[src/rtl/inhibit_arbiter.sv]
// Round-robin arbiter driving the active-low enables of an inhibitor bank, with break-before-make dead time.
// Optional tenure timeout is compiled in with `define INHIBIT_ARB_TIMEOUT_EN.
module inhibit_arbiter #(
  parameter int N_REQ    = 4,
  parameter int MAX_HOLD = 8,
  parameter int GAP      = 1
) (
  input  logic                       clk,
  input  logic                       reset_l,
  input  logic [N_REQ-1:0]           req,
  output logic [N_REQ-1:0]           enable_l,
  output logic [$clog2(N_REQ)-1:0]   grant_id,
  output logic                       busy,
  output logic                       timeout
);

  localparam int IDW = $clog2(N_REQ);
  localparam logic [3:0] GAP_LOAD = (GAP > 0) ? 4'(GAP - 1) : 4'd0;

  localparam logic [1:0] S_IDLE  = 2'd0;
  localparam logic [1:0] S_GRANT = 2'd1;
  localparam logic [1:0] S_GAP   = 2'd2;

  if (N_REQ < 2 || N_REQ > 16 || GAP < 0 || GAP > 15 || MAX_HOLD < 1) begin : g_bad_param
    $error("inhibit_arbiter: parameter out of range");
  end

  logic [1:0]     state;
  logic [IDW-1:0] ptr;
  logic [IDW-1:0] owner;
  logic [IDW-1:0] win;
  logic [IDW-1:0] ptr_nxt;
  logic [3:0]     gap_cnt;
  logic           owner_req;
  logic           to_fire;
  logic           tenure_end;

  // First set request at or after the pointer, wrapping; result is only used when |r.
  function automatic logic [IDW-1:0] rr_pick(input logic [N_REQ-1:0] r,
                                             input logic [IDW-1:0]   p);
    logic found;
    int   j;
    rr_pick = p;
    found   = 1'b0;
    for (int i = 0; i < N_REQ; i++) begin
      j = (int'(p) + i) % N_REQ;
      if (!found && r[j]) begin
        rr_pick = IDW'(j);
        found   = 1'b1;
      end
    end
  endfunction

  function automatic logic [N_REQ-1:0] enables_for(input logic [IDW-1:0] k);
    enables_for    = '1;
    enables_for[k] = 1'b0;
  endfunction

  assign win        = rr_pick(req, ptr);
  assign owner_req  = req[owner];
  assign ptr_nxt    = (owner == IDW'(N_REQ - 1)) ? '0 : owner + IDW'(1);
  assign tenure_end = !owner_req || to_fire;

`ifdef INHIBIT_ARB_TIMEOUT_EN
  localparam int HW = $clog2(MAX_HOLD + 1);

  logic [HW-1:0] hold_cnt;
  logic          timeout_q;

  assign to_fire = (hold_cnt == HW'(MAX_HOLD));
  assign timeout = timeout_q;

  // Hold counter saturates at MAX_HOLD; reaching it ends the tenure regardless of req.
  always_ff @(posedge clk or negedge reset_l) begin
    if (!reset_l) begin
      hold_cnt  <= '0;
      timeout_q <= 1'b0;
    end else begin
      timeout_q <= (state == S_GRANT) && to_fire;
      if (state == S_IDLE && |req)
        hold_cnt <= HW'(1);
      else if (state == S_GRANT && !tenure_end)
        hold_cnt <= hold_cnt + HW'(1);
    end
  end
`else
  assign to_fire = 1'b0;
  assign timeout = 1'b0;
`endif

  always_ff @(posedge clk or negedge reset_l) begin
    if (!reset_l) begin
      state    <= S_IDLE;
      ptr      <= '0;
      owner    <= '0;
      gap_cnt  <= '0;
      enable_l <= '1;
      busy     <= 1'b0;
      grant_id <= '0;
    end else begin
      case (state)
        S_IDLE: begin
          if (|req) begin
            owner    <= win;
            grant_id <= win;
            busy     <= 1'b1;
            enable_l <= enables_for(win);
            state    <= S_GRANT;
          end
        end
        S_GRANT: begin
          if (tenure_end) begin
            ptr      <= ptr_nxt;
            enable_l <= '1;
            busy     <= 1'b0;
            grant_id <= '0;
            if (GAP > 0) begin
              state   <= S_GAP;
              gap_cnt <= GAP_LOAD;
            end else begin
              state <= S_IDLE;
            end
          end
        end
        S_GAP: begin
          if (gap_cnt == 4'd0)
            state <= S_IDLE;
          else
            gap_cnt <= gap_cnt - 4'd1;
        end
        default: begin
          state    <= S_IDLE;
          enable_l <= '1;
          busy     <= 1'b0;
          grant_id <= '0;
        end
      endcase
    end
  end

endmodule

[config.mk]
export PLATFORM = sky130hd
export DESIGN_NAME = inhibit_arbiter
export DESIGN_NICKNAME = d
export VERILOG_FILES = /design/src/rtl/inhibit_arbiter.sv
export SDC_FILE = /design/constraint.sdc
export NUM_CORES = 1
export LEC_CHECK = 0
export CELL_PAD_IN_SITES_DETAIL_PLACEMENT = 1
export CELL_PAD_IN_SITES_GLOBAL_PLACEMENT = 1
export CORE_MARGIN = 5
export CORE_UTILIZATION = 38
export CTS_BUF_LIST = sky130_fd_sc_hd__clkbuf_2
export CTS_CLUSTER_DIAMETER = 200
export DETAILED_ROUTE_END_ITERATION = 10
export PLACE_DENSITY = 0.79
export SLEW_MARGIN = 20
export SYNTH_ARGS = -nofsm -noshare
export SYNTH_HDL_FRONTEND = slang
export SYNTH_SLANG_ARGS = --single-unit
[constraint.sdc]
create_clock -name clk -period 1.85 [get_ports clk]
set_clock_uncertainty 0.1 [all_clocks]
set_input_delay 0.555 -clock clk [delete_from_list [all_inputs] [get_ports clk]]
set_output_delay 0.555 -clock clk [all_outputs]
set_load 0.005 [all_outputs]
==> flow_summary.json, run 1 <==
{
  "dieWidth_um": 58.22,
  "grt_pass1_wl_um": 3781,
  "drt_iter0_drc": 8,
  "comb_power_share_pct": 55.5,
  "ir_drop_mv": 0.8536,
  "synth_top_cell_area_share_pct": 36.83,
  "design_area_mm2": 0.001207,
  "syn_to_final_growth_pct": 36.69,
  "syn_area_um2": 883.3,
  "required_ns": 1.96,
  "multiInputGateArea_um2": 450.4,
  "hold_viol": 0,
  "dp_hpwl_um": 1543,
  "ys_types": 34,
  "finalWeightedCongestion": 0.7579,
  "async_flop_share_pct": 100.0,
  "num_vias": 748,
  "std_cell_rows": 17,
  "fin_crit_sh_pct": 98.52,
  "synth_edf_count": 0,
  "root_buffer": "clkbuf_2",
  "report.final.slew_viol_count": 0,
  "wl_um": 2192,
  "seq_area_um2": 430.4,
  "synth-seq-cells": 17,
  "path_buf_inv": 2,
  "via_per_inst": 5.088,
  "p_per_area_mw_per_mm2": 1652,
  "pwr-share-clk_pct": 8.6,
  "n_antenna_cell": 0,
  "clockBufferDepth": 2,
  "syn_nets": 92,
  "fmax_mhz": 548.7,
  "drtPass1Iterations": 4,
  "syn_inst": 84,
  "sw_frac_of_total_pct": 37.63,
  "globalRouteTotalUtil_pct": 14.68,
  "power.switching_uw": 750.9,
  "fillers": 256,
  "cp-end-kind": "flop",
  "avgSynthCellArea_um2": 10.52,
  "rsz0062_at_grt": "false",
  "power.internal_mw": 1.244,
  "clkSinkCount": 17,
  "yosysTopAreaCell": "dfrtp_1",
  "ys.flop_type": "dfrtp_1",
  "fin_setup_tns_ns": 0,
  "cts_tree": "built",
  "hp-class": "flop to flop",
  "synth.most_common_cell": "dfrtp_1",
  "finalSetupViolCount": 0,
  "arrival_ns": 1.93,
  "clk_latency_ns": 0.30,
  "core_area_mm2": 0.002212,
  "status": "completed",
  "numCtsBuffers": 3,
  "antenna_found_initial": 0,
  "slowest_delay_ns": 0.50,
  "wl_per_cell_um": 14.91,
  "start_kind": "input port",
  "cp_top_family": "multiplexers",
  "ys_warn_count": 0,
  "die-area_mm2": 0.003389,
  "pin_count": 14,
  "ant_nets": 0,
  "die_h_um": 58.22,
  "cp_max_fo": 3,
  "min_period_ns": 1.823,
  "drive_above_1_share_pct": 33.61,
  "slowest_stage": "mux4_2",
  "num-nets-final": 128,
  "grt_max_degree": 18,
  "grt_pass1_vias": 820,
  "max-cap-violations": 0,
  "clkTransAtPathRegs_ns": 0.15,
  "worstPathCellList": "dlygate4sd2_1 > mux4_2 > nor3b_4 > buf_4 > nand2b_1 > o21ai_1",
  "htreeDepth": 1,
  "placed_cell_area_mm2": 0.001147,
  "yosysSeqAreaShare_pct": 48.73,
  "crit_type": "input port to flop",
  "yosys-top-cells-area": "dfrtp_1 37%, dfstp_2 12%, nor2b_1 5.0%, ha_1 2.8%, nor3_1 2.8%",
  "grt_remaining_overflow": 0,
  "leakage_nw": 0.5632,
  "drc": 0,
  "initial_core_util_pct": 39.93,
  "power_frac_seq_pct": 35.9,
  "synth_common_cells": "13 x dfrtp_1, 7 x nor2b_1, 6 x nand2_1",
  "port_buffers": 12
}
## state kept, by name, indices dropped and copies added (netlist names)
register and cells:
grant_id 2, enable_l 4, gap_cnt 4, busy 1
owner 2, state 2, ptr 2
## path summary, 6_finish.rpt
check                           slack [ns]                     from  cells after the start                 endpoint
worst min-delay path                  0.42  enable_l[3]$_DFFE_PN1P_                      1  enable_l[3]$_DFFE_PN1P_
worst max-delay path                  0.03                   req[2]                      6   gap_cnt[0]$_DFFE_PN0P_
max in group asynchronous             0.94                  reset_l                      2  enable_l[0]$_DFFE_PN1P_
worst min register to register        0.42  enable_l[3]$_DFFE_PN1P_                      1  enable_l[3]$_DFFE_PN1P_
min in group asynchronous             0.46                  reset_l                      2   gap_cnt[1]$_DFFE_PN0P_
worst max register to register        0.07     owner[0]$_DFFE_PN0P_                      5   gap_cnt[0]$_DFFE_PN0P_
## timing repair
action	in CTS	in global routing
hold endpoints to repair	0	0
endpoints found under the setup margin	21	7
setup buffers	5	1
gates resized for setup	16	5
pin swaps	1	2
hold buffers	0	0
## power by group through the flow
stage | registers [mW] | clock network, mW | logic [mW]
after floorplan | 0.695 | 0 | 0.574
after global placement | 0.714 | 0 | 0.973
after detailed placement | 0.723 | 0 | 1.00
after CTS | 0.712 | 0.179 | 1.09
after global routing | 0.751 | 0.203 | 1.21
final | 0.716 | 0.172 | 1.11
## cell type report
| class | instances | share of cell area (%) |
|---|---|---|
| multi-input cells | 62 | 37.31 |
| flip-flops and latches | 17 | 35.65 |
| repair buffers | 33 | 21.55 |
| well taps | 28 | 2.902 |
| clock buffers | 4 | 1.658 |
| inverters | 3 | 0.9326 |
## cell families after synthesis
| kind of cell | share of synthesized area, % |
|---|---|
| AO/OA/AOI/OAI | 15.01 |
| XOR/XNOR | 1.983 |
| adder cells (fa/ha/maj) | 2.832 |
| buffers and inverters | 2.549 |
| flip-flops | 48.72 |
| multiplexers | 6.232 |
| other | 0.4245 |
| AND/OR/NAND/NOR | 22.24 |
## stage by stage
stage	power [mW]	hold WS (ns)	cells	util, %	setup WS (ns)
3_3_place_gp	1.687	0.3614	138	51.87	-0.5126
4_1_cts	1.983	0.4073	147	54.69	0.0001961
2_1_floorplan	1.269	0.1594	84	-	-0.04972
3_5_place_dp	1.723	0.3728	138	51.87	-0.5836
5_1_grt	2.167	0.4383	147	54.58	0.002645
6_report	1.995	0.4219	147	54.58	0.02742
## routing by layer
| metal | wire (um) | track usage [%] |
|---|---|---|
| met5 | 0 | 0 |
| met4 | 12 | 3.974 |
| met3 | 68 | 4.232 |
| met2 | 1120 | 24.35 |
| met1 | 990 | 18.62 |
## cells in the final DEF (no fill, tap or decap), types with 4 or more instances in the layout
cell type      instances
buf_4                 21
dfrtp_1               13
dlygate4sd2_1          8
nor2b_1                7
clkbuf_2               6
nor3_1                 5
nand2_1                5
nor2_1                 5
o21ai_0                4
dfstp_2                4
Power figures use the tool's default switching activity.
==> run 2, diff against run 1 <==
Settings changed: CAP_MARGIN from default to 30.
==> results of run 2 <==
No change in the layout: final DEF, timing and power equal those of run 1.
==> run 3, diff against run 2 <==
Settings changed: CORE_ASPECT_RATIO from default to 1.25.
==> flow_summary.json, run 3 (synthesis results as in run 1) <==
{
  "status": "completed",
  "num_vias": 751,
  "hold_viol": 0,
  "clockBufferDepth": 2,
  "worstReg2RegEnd": "ptr[0]$_DFFE_PN0P_",
  "sw_frac_of_total_pct": 37.87,
  "antenna_found_initial": 0,
  "drt_iter0_drc": 15,
  "hold_depth": 1,
  "dp_hpwl_um": 1635,
  "fin_crit_sh_pct": 99.66,
  "clk_latency_ns": 0.29,
  "crit_path_end": "ptr[0]$_DFFE_PN0P_",
  "drive_above_1_share_pct": 33.33,
  "final_common_cell": "buf_4",
  "grt_remaining_overflow": 0,
  "ff2ff_path_depth": 4,
  "num-nets-final": 126,
  "worstReg2RegStart": "owner[0]$_DFFE_PN0P_",
  "rsz0062_at_grt": "true",
  "fmax_mhz": 542.4,
  "final_util_pct": 54.56,
  "slowest_stage": "mux4_2",
  "tightestPinTransition_ns": 0.5674,
  "initial_core_util_pct": 39.95,
  "grt_pass1_wl_um": 3939,
  "p_per_area_mw_per_mm2": 1650,
  "cp_top_family": "multiplexers",
  "std_cell_rows": 19,
  "die-area_mm2": 0.003395,
  "arrival_ns": 1.94,
  "drtPass1Iterations": 4,
  "core_area_mm2": 0.002211,
  "ff2ff_setup_slack_ns": 0.02,
  "top_layer_used": "met4",
  "wl_met2_um": 1224,
  "finalWeightedCongestion": 0.7004,
  "clkTransAtPathRegs_ns": 0.16,
  "wl_per_cell_um": 15.02,
  "path_buf_inv": 2,
  "leakage_nw": 0.5645,
  "dieWidth_um": 53.13,
  "pwr-share-clk_pct": 8.5,
  "power.switching_uw": 753.8,
  "cp_max_fo": 3,
  "comb_power_share_pct": 55.2,
  "required_ns": 1.95,
  "multiInputGateArea_um2": 450.4,
  "cp-end-kind": "flop",
  "holdBufCountCts": 0,
  "numCtsBuffers": 3,
  "report.final.slew_viol_count": 0,
  "crit_type": "input port to flop",
  "relSlewSlack_pct": 62.17,
  "whs_ns": 0.4068,
  "worstPathCellList": "clkdlybuf4s15_1 > mux4_2 > nor3b_4 > buf_6 > mux2_4",
  "crit_start": "req[2]",
  "hp-class": "flop to flop",
  "via_per_inst": 5.074,
  "max-cap-violations": 0,
  "clkSinkCount": 17,
  "power_frac_seq_pct": 36.2,
  "min_period_ns": 1.844,
  "cp.depth": 5,
  "die_h_um": 63.91,
  "final_cell_mix": "18 x buf_4, 13 x dfrtp_1, 7 x nor2b_1",
  "htreeDepth": 1,
  "pin_count": 14,
  "slowest_delay_ns": 0.53,
  "fin_setup_tns_ns": 0,
  "ir_drop_mv": 1.038,
  "finalSetupViolCount": 0,
  "port_buffers": 12,
  "globalRouteTotalUtil_pct": 15.51,
  "wl_met1_um": 927,
  "cts_tree": "built",
  "root_buffer": "clkbuf_2",
  "start_kind": "input port",
  "grt_max_degree": 18,
  "wl_met3_um": 57,
  "wl_um": 2223,
  "n_antenna_cell": 0,
  "grt_pass1_vias": 834,
  "fillers": 269,
  "ant_nets": 0,
  "drc": 0,
  "syn_to_final_growth_pct": 36.54,
  "power.internal_mw": 1.237,
  "seq_area_um2": 430.4,
  "largestRegisters": "enable_l (4), gap_cnt (4)"
}
[run 3: power groups by stage]
stage          logic, mW  registers (mW)  clock network [mW]
3_5_place_dp       0.983           0.726                   0
5_1_grt             1.22           0.752               0.197
3_3_place_gp       0.940           0.714                   0
6_report            1.10           0.721               0.170
4_1_cts             1.04           0.717               0.178
2_1_floorplan      0.574           0.695                   0
[run 3: timing repair]
| item | 4_1_cts | 5_1_grt |
|---|---|---|
| gates resized for setup | 20 | 5 |
| endpoints found under the setup margin | 21 | 9 |
| setup buffers | 4 | 2 |
| pin swaps | 1 | 1 |
[run 3: routing by layer]
| metal | global-route usage [%] | vias to the layer above |
|---|---|---|
| met2 | 27.95 | 10 |
| li1 | - | 363 |
| met5 | 0 | - |
| met1 | 17.91 | 376 |
| met4 | 4.792 | 0 |
| met3 | 3.023 | 2 |
[run 3: stage by stage]
| stage | cell area (um2) | setup slack [ns] | cells | total power [mW] |
|---|---|---|---|---|
| after detailed placement | 1129 | -0.6271 | 138 | 1.709 |
| final | 1206 | 0.006331 | 148 | 1.991 |
| after CTS | 1174 | 0.002962 | 146 | 1.937 |
| after global placement | 1129 | -0.5097 | 138 | 1.655 |
| after floorplan | 883.3 | -0.04972 | 84 | 1.269 |
| after global routing | 1206 | -0.04068 | 148 | 2.167 |
[run 3: how the worst min path moves through the flow]
stage                            start                      end
2_1_floorplan                  reset_l         busy$_DFFE_PN0P_
3_3_place_gp          busy$_DFFE_PN0P_         busy$_DFFE_PN0P_
3_5_place_dp   grant_id[0]$_DFFE_PN0P_  grant_id[0]$_DFFE_PN0P_
4_1_cts               busy$_DFFE_PN0P_         busy$_DFFE_PN0P_
5_1_grt                        reset_l   gap_cnt[0]$_DFFE_PN0P_
6_report              busy$_DFFE_PN0P_         busy$_DFFE_PN0P_
[run 3: layout make-up]
type / instances / share of cell area (%)
Inverter: 3 / 0.9336
Clock buffer: 4 / 1.660
Timing Repair Buffer: 31 / 21.16
Multi-Input combinational cell: 62 / 37.34
Tap cell: 31 / 3.216
Sequential cell: 17 / 35.68
